<file path="src/rtl/multdiv_pkg.sv">
// Shared types and two's-complement helpers for the iterative multiply/divide unit.
// Helpers work on a fixed-width container; callers pass the live width.
package multdiv_pkg;

  typedef enum logic [1:0] {
    ST_IDLE = 2'd0,
    ST_RUN  = 2'd1,
    ST_FIX  = 2'd2,
    ST_DONE = 2'd3
  } state_e;

  typedef enum logic {
    OP_MULT = 1'b0,
    OP_DIV  = 1'b1
  } op_e;

  // Container width for the helpers; covers a 2*WIDTH product for WIDTH up to 64.
  localparam int unsigned MD_MAX_W = 128;

  function automatic logic [MD_MAX_W-1:0] neg_w(input logic [MD_MAX_W-1:0] x,
                                                input int unsigned w);
    logic [MD_MAX_W-1:0] mask;
    mask = {MD_MAX_W{1'b1}} >> (MD_MAX_W - w);
    return (~x + MD_MAX_W'(1)) & mask;
  endfunction

  function automatic logic [MD_MAX_W-1:0] abs_w(input logic [MD_MAX_W-1:0] x,
                                                input int unsigned w);
    logic [MD_MAX_W-1:0] mask;
    logic [MD_MAX_W-1:0] top;
    mask = {MD_MAX_W{1'b1}} >> (MD_MAX_W - w);
    top  = x >> (w - 1);
    return top[0] ? neg_w(x, w) : (x & mask);
  endfunction

endpackage

</file>
<file path="src/rtl/multdiv_datapath.sv">
// Shift registers, shared WIDTH+1-bit add/sub and iteration counter.
// Multiply: {acc,sh} is the shift-add product; divide: acc is remainder, sh is quotient.
module multdiv_datapath #(
  parameter int WIDTH = 32,
  parameter int CNT_W = $clog2(WIDTH) + 1
) (
  input  logic             clock,
  input  logic             resetn,
  input  logic             load,
  input  logic             step,
  input  logic             is_mult,
  input  logic [WIDTH-1:0] mag_a,
  input  logic [WIDTH-1:0] mag_b,
  output logic [WIDTH-1:0] acc,
  output logic [WIDTH-1:0] sh,
  output logic             last
);

  logic [WIDTH-1:0] m;
  logic [CNT_W-1:0] cnt;
  logic [WIDTH-1:0] shifted;
  logic [WIDTH:0]   add_a;
  logic [WIDTH:0]   add_b;
  logic [WIDTH:0]   sum;

  // The partial remainder stays below the divisor (<= 2^(WIDTH-1)), so its top bit is always 0.
  always_comb begin
    shifted = {acc[WIDTH-2:0], sh[WIDTH-1]};
    add_a   = '0;
    add_b   = '0;
    sum     = '0;
    if (is_mult) begin
      add_a = {1'b0, acc};
      add_b = sh[0] ? {1'b0, m} : '0;
      sum   = add_a + add_b;
    end else begin
      add_a = {1'b0, shifted};
      add_b = {1'b0, m};
      sum   = add_a - add_b;
    end
  end

  always_ff @(posedge clock) begin
    if (!resetn) begin
      m   <= '0;
      acc <= '0;
      sh  <= '0;
      cnt <= '0;
    end else if (load) begin
      cnt <= '0;
      acc <= '0;
      m   <= is_mult ? mag_a : mag_b;
      sh  <= is_mult ? mag_b : mag_a;
    end else if (step) begin
      cnt <= cnt + CNT_W'(1);
      if (is_mult) begin
        acc <= sum[WIDTH:1];
        sh  <= {sum[0], sh[WIDTH-1:1]};
      end else if (!sum[WIDTH]) begin
        acc <= sum[WIDTH-1:0];
        sh  <= {sh[WIDTH-2:0], 1'b1};
      end else begin
        acc <= shifted;
        sh  <= {sh[WIDTH-2:0], 1'b0};
      end
    end
  end

  assign last = (cnt == CNT_W'(WIDTH - 1));

endmodule

</file>
<file path="src/rtl/multdiv_unit.sv">
// Iterative signed multiply / restoring divide; RDY strobes WIDTH+2 cycles after a start edge.
// Optional data_remainder output when MULTDIV_REMAINDER_EN is defined.
module multdiv_unit
  import multdiv_pkg::*;
#(
  parameter int WIDTH = 32,
  parameter int CNT_W = $clog2(WIDTH) + 1
) (
  input  logic             clock,
  input  logic             resetn,
  input  logic [WIDTH-1:0] data_operandA,
  input  logic [WIDTH-1:0] data_operandB,
  input  logic             ctrl_MULT,
  input  logic             ctrl_DIV,
  output logic [WIDTH-1:0] data_result,
  output logic             data_exception,
  output logic             data_resultRDY,
  output logic             busy
`ifdef MULTDIV_REMAINDER_EN
  ,
  output logic [WIDTH-1:0] data_remainder
`endif
);

  localparam int PW = 2 * WIDTH;
  localparam logic [WIDTH-1:0] MIN_VAL = {1'b1, {(WIDTH-1){1'b0}}};

  state_e state, next_state;
  op_e    op_q;
  logic   sign_a_q, sign_b_q, div_zero_q, div_ovf_q;
  logic   start, load, step, fix, dp_mult, last;
  logic [WIDTH-1:0] mag_a, mag_b, acc, sh;
  logic [PW-1:0]    prod;
  logic [WIDTH-1:0] quo, res_nxt;
  logic             exc_nxt;

  assign start = ctrl_MULT | ctrl_DIV;
  assign mag_a = WIDTH'(abs_w(MD_MAX_W'(data_operandA), WIDTH));
  assign mag_b = WIDTH'(abs_w(MD_MAX_W'(data_operandB), WIDTH));

  always_ff @(posedge clock) begin
    if (!resetn) state <= ST_IDLE;
    else         state <= next_state;
  end

  // A start edge restarts from any state, discarding whatever was in flight.
  always_comb begin
    next_state = state;
    if (start) begin
      next_state = ST_RUN;
    end else begin
      unique case (state)
        ST_IDLE: next_state = ST_IDLE;
        ST_RUN:  next_state = last ? ST_FIX : ST_RUN;
        ST_FIX:  next_state = ST_DONE;
        ST_DONE: next_state = ST_IDLE;
        default: next_state = ST_IDLE;
      endcase
    end
  end

  always_comb begin
    load    = start;
    step    = (state == ST_RUN) && !start;
    fix     = (state == ST_FIX) && !start;
    busy    = (state != ST_IDLE);
    dp_mult = start ? ctrl_MULT : (op_q == OP_MULT);
  end

  multdiv_datapath #(.WIDTH(WIDTH), .CNT_W(CNT_W)) u_dp (
    .clock   (clock),
    .resetn  (resetn),
    .load    (load),
    .step    (step),
    .is_mult (dp_mult),
    .mag_a   (mag_a),
    .mag_b   (mag_b),
    .acc     (acc),
    .sh      (sh),
    .last    (last)
  );

  always_comb begin
    prod    = (sign_a_q ^ sign_b_q) ? PW'(neg_w(MD_MAX_W'({acc, sh}), PW)) : {acc, sh};
    quo     = (sign_a_q ^ sign_b_q) ? WIDTH'(neg_w(MD_MAX_W'(sh), WIDTH)) : sh;
    res_nxt = '0;
    exc_nxt = 1'b0;
    if (op_q == OP_MULT) begin
      res_nxt = prod[WIDTH-1:0];
      exc_nxt = (prod[PW-1:WIDTH] != {WIDTH{prod[WIDTH-1]}});
    end else if (div_zero_q) begin
      exc_nxt = 1'b1;
    end else if (div_ovf_q) begin
      res_nxt = MIN_VAL;
      exc_nxt = 1'b1;
    end else begin
      res_nxt = quo;
    end
  end

  always_ff @(posedge clock) begin
    if (!resetn) begin
      op_q           <= OP_MULT;
      sign_a_q       <= 1'b0;
      sign_b_q       <= 1'b0;
      div_zero_q     <= 1'b0;
      div_ovf_q      <= 1'b0;
      data_result    <= '0;
      data_exception <= 1'b0;
      data_resultRDY <= 1'b0;
    end else begin
      data_resultRDY <= (state == ST_DONE);
      if (start) begin
        op_q       <= ctrl_MULT ? OP_MULT : OP_DIV;
        sign_a_q   <= data_operandA[WIDTH-1];
        sign_b_q   <= data_operandB[WIDTH-1];
        div_zero_q <= (data_operandB == '0);
        div_ovf_q  <= (data_operandA == MIN_VAL) && (data_operandB == '1);
      end
      if (fix) begin
        data_result    <= res_nxt;
        data_exception <= exc_nxt;
      end
    end
  end

`ifdef MULTDIV_REMAINDER_EN
  logic [WIDTH-1:0] rem_nxt;

  always_comb begin
    rem_nxt = '0;
    if (op_q == OP_DIV && !div_zero_q && !div_ovf_q)
      rem_nxt = sign_a_q ? WIDTH'(neg_w(MD_MAX_W'(acc), WIDTH)) : acc;
  end

  always_ff @(posedge clock) begin
    if (!resetn)  data_remainder <= '0;
    else if (fix) data_remainder <= rem_nxt;
  end
`endif

endmodule
</file>
<file path="config.mk">
export PLATFORM = sky130hd
export DESIGN_NAME = multdiv_unit
export DESIGN_NICKNAME = d
export VERILOG_FILES = /design/src/rtl/multdiv_pkg.sv /design/src/rtl/multdiv_datapath.sv /design/src/rtl/multdiv_unit.sv
export SDC_FILE = /design/constraint.sdc
export NUM_CORES = 1
export LEC_CHECK = 0
export CAP_MARGIN = 10
export CORE_MARGIN = 2
export CORE_UTILIZATION = 57
export DETAILED_ROUTE_END_ITERATION = 8
export MAX_ROUTING_LAYER = met4
export PLACE_DENSITY = 0.74
export SYNTH_ARGS = -nofsm -noshare
export SYNTH_HDL_FRONTEND = slang
export SYNTH_SLANG_ARGS = --single-unit
</file>
<file path="constraint.sdc">
create_clock -name clock -period 4.1 [get_ports clock]
set_input_delay 0.82 -clock clock [delete_from_list [all_inputs] [get_ports clock]]
set_output_delay 0.82 -clock clock [all_outputs]
set_load 0.01 [all_outputs]
</file>
# Yosys cells after proc, flatten, opt, wreduce, memory -nomap -nowiden
# Cells that the tools add are included.
[word_totals]
ff_bits = 143
in_bits = 68
wordCells = 71
[classes]
n_addsub = 7
eq_ne = 7
mux = 25
bitwise_logic = 8
reduce_logical = 10
[op_table]
columns = ["op", "count"]
rows = [
  ["2-to-1 mux 32 bit", 14],
  ["adder 32 x 1 -> 32 bit (second input constant)", 3],
  ["inverter 32 bit", 3],
  ["adder 64 x 1 -> 64 bit (second input constant)", 1],
  ["equality test 32 bit (second input constant)", 2],
  ["2-to-1 mux 64 bit", 1],
  ["inverter 64 bit", 1],
  ["adder 32 x 33 -> 33 bit", 1],
  ["2-to-1 mux 33 bit", 1],
  ["subtractor 32 x 32 -> 33 bit", 1],
  ["logical NOT 32 bit", 1],
  ["inequality test 32 bit", 1],
  ["2-to-1 mux 1 bit", 7],
  ["adder 6 x 1 -> 6 bit (second input constant)", 1],
  ["equality test 6 x 5 -> 1 bit (second input constant)", 1],
  ["one-hot mux 2 bit (3 select lines)", 1],
  ["equality test 2 bit (second input constant)", 2],
  ["nonzero test 2 bit", 2],
  ["OR reduction 2 bit", 2],
  ["logical AND 1 bit", 3],
  ["equality test 2 x 1 -> 1 bit (second input constant)", 1],
  ["logical NOT 2 bit", 1],
  ["2-to-1 mux 2 bit", 1],
  ["inverter 1 bit", 2],
  ["3 further kinds", 3],
]

# Longest topological paths before layout
[depth]
ltp_word = 7
depth_mapped = 16

# Cells and area by module
# A second synthesis with hierarchy kept.
[hier_totals]
cells_unflattened = 1844
hier_area_um2 = 13695.6
[modules_own_cells]
columns = ["mod", "n_inst", "cells_each", "area_each_um2"]
rows = [
  ["multdiv_datapath", 1, 1187, 8954.8],
  ["multdiv_unit", 1, 657, 4740.8],
]

# Worst setup path after synthesis
# No wires, ideal clock.
[synth_timing]
path_kind = "register to register"
from = "register u_dp.sh[0]"
to = "register u_dp.acc[14]"
setup_time_ps = 70
arrival_time_ps = 3582
required_time_ps = 4030
slack_ps = 448
stages_incl_launch_ff = 16
path_buffers = 2
cell_sequence = "dfxtp_1 > clkinv_1 > clkbuf_1 > nor2_1 > ha_1 > a21o_1 > nand3_1 > a32oi_1 > a31oi_1 > o41ai_1 > a31oi_1 > a21o_1 > nand2_1 > clkbuf_1 > o221ai_1 > a21oi_1"
[synth_between]
elab_chain_len = 5
[synth_lines]
columns = ["element", "line_no", "source"]
rows = [
  ["start: declaration", "multdiv_datapath.sv:15", "output logic [WIDTH-1:0] sh,"],
  ["start signal: assignment", "multdiv_datapath.sv:53", "sh <= is_mult ? mag_b : mag_a;"],
  ["start signal: assignment", "multdiv_datapath.sv:58", "sh <= {sum[0], sh[WIDTH-1:1]};"],
  ["start signal: assignment", "multdiv_datapath.sv:61", "sh <= {sh[WIDTH-2:0], 1'b1};"],
  ["2-to-1 mux 32 bit (*)", "multdiv_datapath.sv:34", "add_b = sh[0] ? {1'b0, m} : '0;"],
  ["adder 32 x 33 -> 33 bit (*)", "multdiv_datapath.sv:35", "sum = add_a + add_b;"],
  ["2-to-1 mux 33 bit (*)", "multdiv_datapath.sv:32", "if (is_mult) begin"],
  ["2-to-1 mux 32 bit", "multdiv_datapath.sv:59", "end else if (!sum[WIDTH]) begin"],
  ["2-to-1 mux 32 bit (*)", "multdiv_datapath.sv:56", "if (is_mult) begin"],
  ["end signal: assignment", "multdiv_datapath.sv:57", "acc <= sum[WIDTH:1];"],
  ["end signal: assignment", "multdiv_datapath.sv:60", "acc <= sum[WIDTH-1:0];"],
  ["end signal: assignment", "multdiv_datapath.sv:63", "acc <= shifted;"],
  ["end: declaration", "multdiv_datapath.sv:14", "output logic [WIDTH-1:0] acc,"],
]
# Mark *: on every way between the ends. The rest lies on a longest branch, timed or not.
# A chain may end at the register's enable or synchronous reset.

# Worst setup path after layout
[layout_timing]
from = "register u_dp.sh[31]"
to = "register u_dp.acc[9]"
[layout_between]
elab_chain_len = 4
[layout_lines]
columns = ["element", "line_no", "source"]
rows = [
  ["subtractor 32 x 32 -> 33 bit (*)", "multdiv_datapath.sv:39", "sum = add_a - add_b;"],
  ["2-to-1 mux 33 bit (*)", "multdiv_datapath.sv:32", ""],
  ["2-to-1 mux 32 bit", "multdiv_datapath.sv:59", ""],
  ["2-to-1 mux 32 bit (*)", "multdiv_datapath.sv:56", ""],
]
# Marked as above.

==> summary.txt <==
STA
  – Slew @ Worst Pin: 1.07 ns
  – Period Utilization, post-route: 96.2%
  – RSZ-0062 raised after global routing: false
  – Layout Skew: 0.0187 ns
  – Slew Limit Fails: 0
  – Worst relative slew slack: 28.8%
  – Fin crit period: 3.94 ns
  – Final hold violation count: 0
  – Endpoints failing setup: 0
  – Peak Freq: 254 MHz
  – Fin Setup TNS: 0 ns

Routing
  – Antenna viol nets, final: 0
  – TritonRoute pass-1 iters: 6
  – Routed length per instance: 21.1 µm
  – Drt drc: 0
  – Vias per cell: 6.67
  – Drt first-iter violations: 1847
  – Via count: 14700
  – Total Wirelength: 46.3 mm

Pwr
  – Static leakage: 0.00597 µW
  – Max IR drop VDD: 0.000193 V
  – Pwr per Cell Area: 296 nW/µm²

Setup path
  – CP Data Required Time: 4.42 ns
  – CP max stage cell: fa_1
  – Critical path buffers and inverters: 3
  – Worst-path maximum fanout: 3
  – Critical path endpoint category: flop
  – Critical Path AT: 4.27 ns
  – Top delay family on crit path: compound AO/OA/AOI/OAI gates
  – Max stage delay on crit path: 0.44 ns
  – Crit-path cells: inv_1 > ha_1 > fa_1 > nor2b_1 > o31ai_1 > a211oi_1 > buf_4 > o2111ai_1 > a21oi_1 > o211ai_1 > nand2_1 > mux2_2 > o21ai_0 > buf_4 > o31ai_1
  – Kind of critical path: flop to flop
  – Worst setup SP type: flop

Finish
  – Syn-to-layout area delta: 17.4%
  – Fin util: 68.0%
  – Antenna fix cells: 0
  – Post-route cell area: 15400 µm²
  – Nets@finish: 2039
  – Filler instances: 2042
  – Share of cells above drive strength 1: 8.73%

Synth
  – Post-synth EDFFs: 0
  – Synth Cell Area: 13100 µm²
  – Most used flip-flop cell after synthesis: dfxtp_1
  – Post-synthesis cell type count: 73
  – Seq/Total Area, Yosys: 21.9%
  – Ranking of synthesized cells by instance count: 240 x nor2_1, 158 x nand2_1, 151 x a21oi_1
  – Synth top area share: 21.9%
  – Async set-reset flop share out of synthesis: 0%
  – Post-Syn Instances: 1817
  – Syn_area_per_cell: 7.20 µm²
  – Count leader, synth: nor2_1
  – Largest area contributor in the netlist: dfxtp_1
  – Top cells by area, synth: dfxtp_1 22%, nor2_1 6.9%, ha_1 6.6%, xnor2_1 6.5%, a21oi_1 5.8%
  – Syn. warnings: 0
  – Flops & latches, synth: 143
  – Syn_nets: 1956

Clocking
  – CTS clock-pin slew for the worst setup and hold paths: 0.08 ns
  – CTS Sinks: 143
  – Clock tree buffer depth: 2
  – Setup Fix Bufs, Post-CTS: 0
  – Num CTS Buffers: 17
  – Clock root cell: clkbuf_16
  – Worst skew pair latency: 0.45 ns
  – Post-CTS Resized: 0
  – Hold buffers post-CTS: 0
  – H-tree levels: 4
  – CTS tree: built

Placed design
  – GPL Wtd Cong: 1.03
  – Port bufs: 102
  – Dpl cell area: 14700 µm²
  – Detail Placement HPWL: 35.2 mm

GRT
  – Vias in the first global route: 13100
  – Largest net degree at the start of global routing: 97
  – Tot GR Track Use: 38.8%
  – First-pass GRT wire length: 72.0 mm
  – Antenna violations before repair: 0
  – Remaining Overflow, GRT: 0

Run
  – Max cap viols: 0

Floorplan
  – Die area: 24200 µm²
  – # IOs: 103
  – Num rows: 55
  – Die W: 156 µm
  – Die Y: 156 µm
  – Core area: 22600 µm²
  – Starting Density: 58.0%

Run status
  – Outcome: complete, no violations

Min path
  – Hold WC Path Type: flop to flop
## worst paths after layout
path / startpoint / to / slack (ns) / depth (start not counted)
max: u_dp.sh[31] / u_dp.acc[9] / 0.16 / 15
min: u_dp.cnt[1] / u_dp.cnt[1] / 0.48 / 2
max reg2reg: u_dp.sh[31] / u_dp.acc[9] / 0.16 / 15
min reg2reg: u_dp.cnt[1] / u_dp.cnt[1] / 0.48 / 2
## layer usage
layer,global-route usage [%],up-vias,share of wire [%]
met5,-,-,0
met4,15.9,0,4.2
met3,6.46,121,11
met2,55.4,893,42
met1,54.1,6761,43
li1,-,6891,-
## worst register-to-register path: stages, from the launching register on
cell and delay (ns):
dfxtp_1 0.38, inv_1 0.13, ha_1 0.26, fa_1 0.44
nor2b_1 0.19, o31ai_1 0.11, a211oi_1 0.34, buf_4 0.20
o2111ai_1 0.22, a21oi_1 0.35, o211ai_1 0.16, nand2_1 0.25
mux2_2 0.38, o21ai_0 0.21, buf_4 0.16, o31ai_1 0.05
## power breakdown
part	internal (µW)	total (µW)	leakage, µW	switching (µW)
Combinational	546	1400	0.00450	849
Sequential	1450	1530	0.00117	80.6
Clock	833	1620	0.000298	788
## final cells by class
cell class | count | area [µm²] | area share, %
flip-flops and latches | 143 | 2860 | 18.6
multi-input cells | 1482 | 9520 | 62.0
clock buffers | 17 | 425 | 2.77
inverters | 57 | 214 | 1.39
clock inverters | 15 | 189 | 1.23
repair buffers | 199 | 1790 | 11.7
well taps | 285 | 357 | 2.32
## per-stage QoR
| stage | hold slack, ns | power (µW) | instances | worst slack, ns |
|---|---|---|---|---|
| floorplan | 0.442 | 2440 | 1817 | 0.448 |
| global placement | 0.462 | 2890 | 2166 | 0.114 |
| detailed placement | 0.471 | 2910 | 2166 | 0.0540 |
| CTS | 0.482 | 4520 | 2198 | 0.321 |
| global route | 0.503 | 4730 | 2198 | 0.0354 |
| finish | 0.479 | 4550 | 2198 | 0.157 |
## kinds of logic after synthesis
family	Yosys count	share of synthesized area [%]
buffers and inverters	192	5.76
AND/OR/NAND/NOR	633	22.7
XOR/XNOR	170	11.4
AO/OA/AOI/OAI	597	30.5
flip-flops	143	21.9
adder cells (fa/ha/maj)	71	6.91
multiplexers	11	0.899
## registers in the layout, summed over array words and instances (netlist names)
signal	flops
u_dp.sh	32
data_resultRDY	1
u_dp.acc	32
op_q	1
div_ovf_q	1
data_result	32
sign_b_q	1
u_dp.cnt	6
data_exception	1
u_dp.m	32
state	2
div_zero_q	1
sign_a_q	1
## cell usage in the layout, fill, tap and decap left out, types with 6 or more instances in the layout
master and count:
a211oi_1 78, a21o_1 26, a21oi_1 151, a22oi_1 35
a311oi_1 35, a31oi_1 23, a32oi_1 6, and2_1 6
and3_1 8, buf_4 95, clkbuf_16 17, clkdlybuf4s50_1 100
dfxtp_1 143, ha_1 69, inv_1 55, mux2_2 6
nand2_1 158, nand2b_1 16, nand3_1 43, nand4_1 26
nor2_1 239, nor2b_1 9, nor3_1 42, nor4_1 22
o211ai_1 12, o21a_1 7, o21ai_0 94, o221ai_1 18
o22ai_1 8, o31ai_1 38, o41ai_1 19, or2_2 7
or3_1 12, or4_1 23, xnor2_1 96, xor2_1 72
No activity file was read; power rests on OpenSTA's default activity.
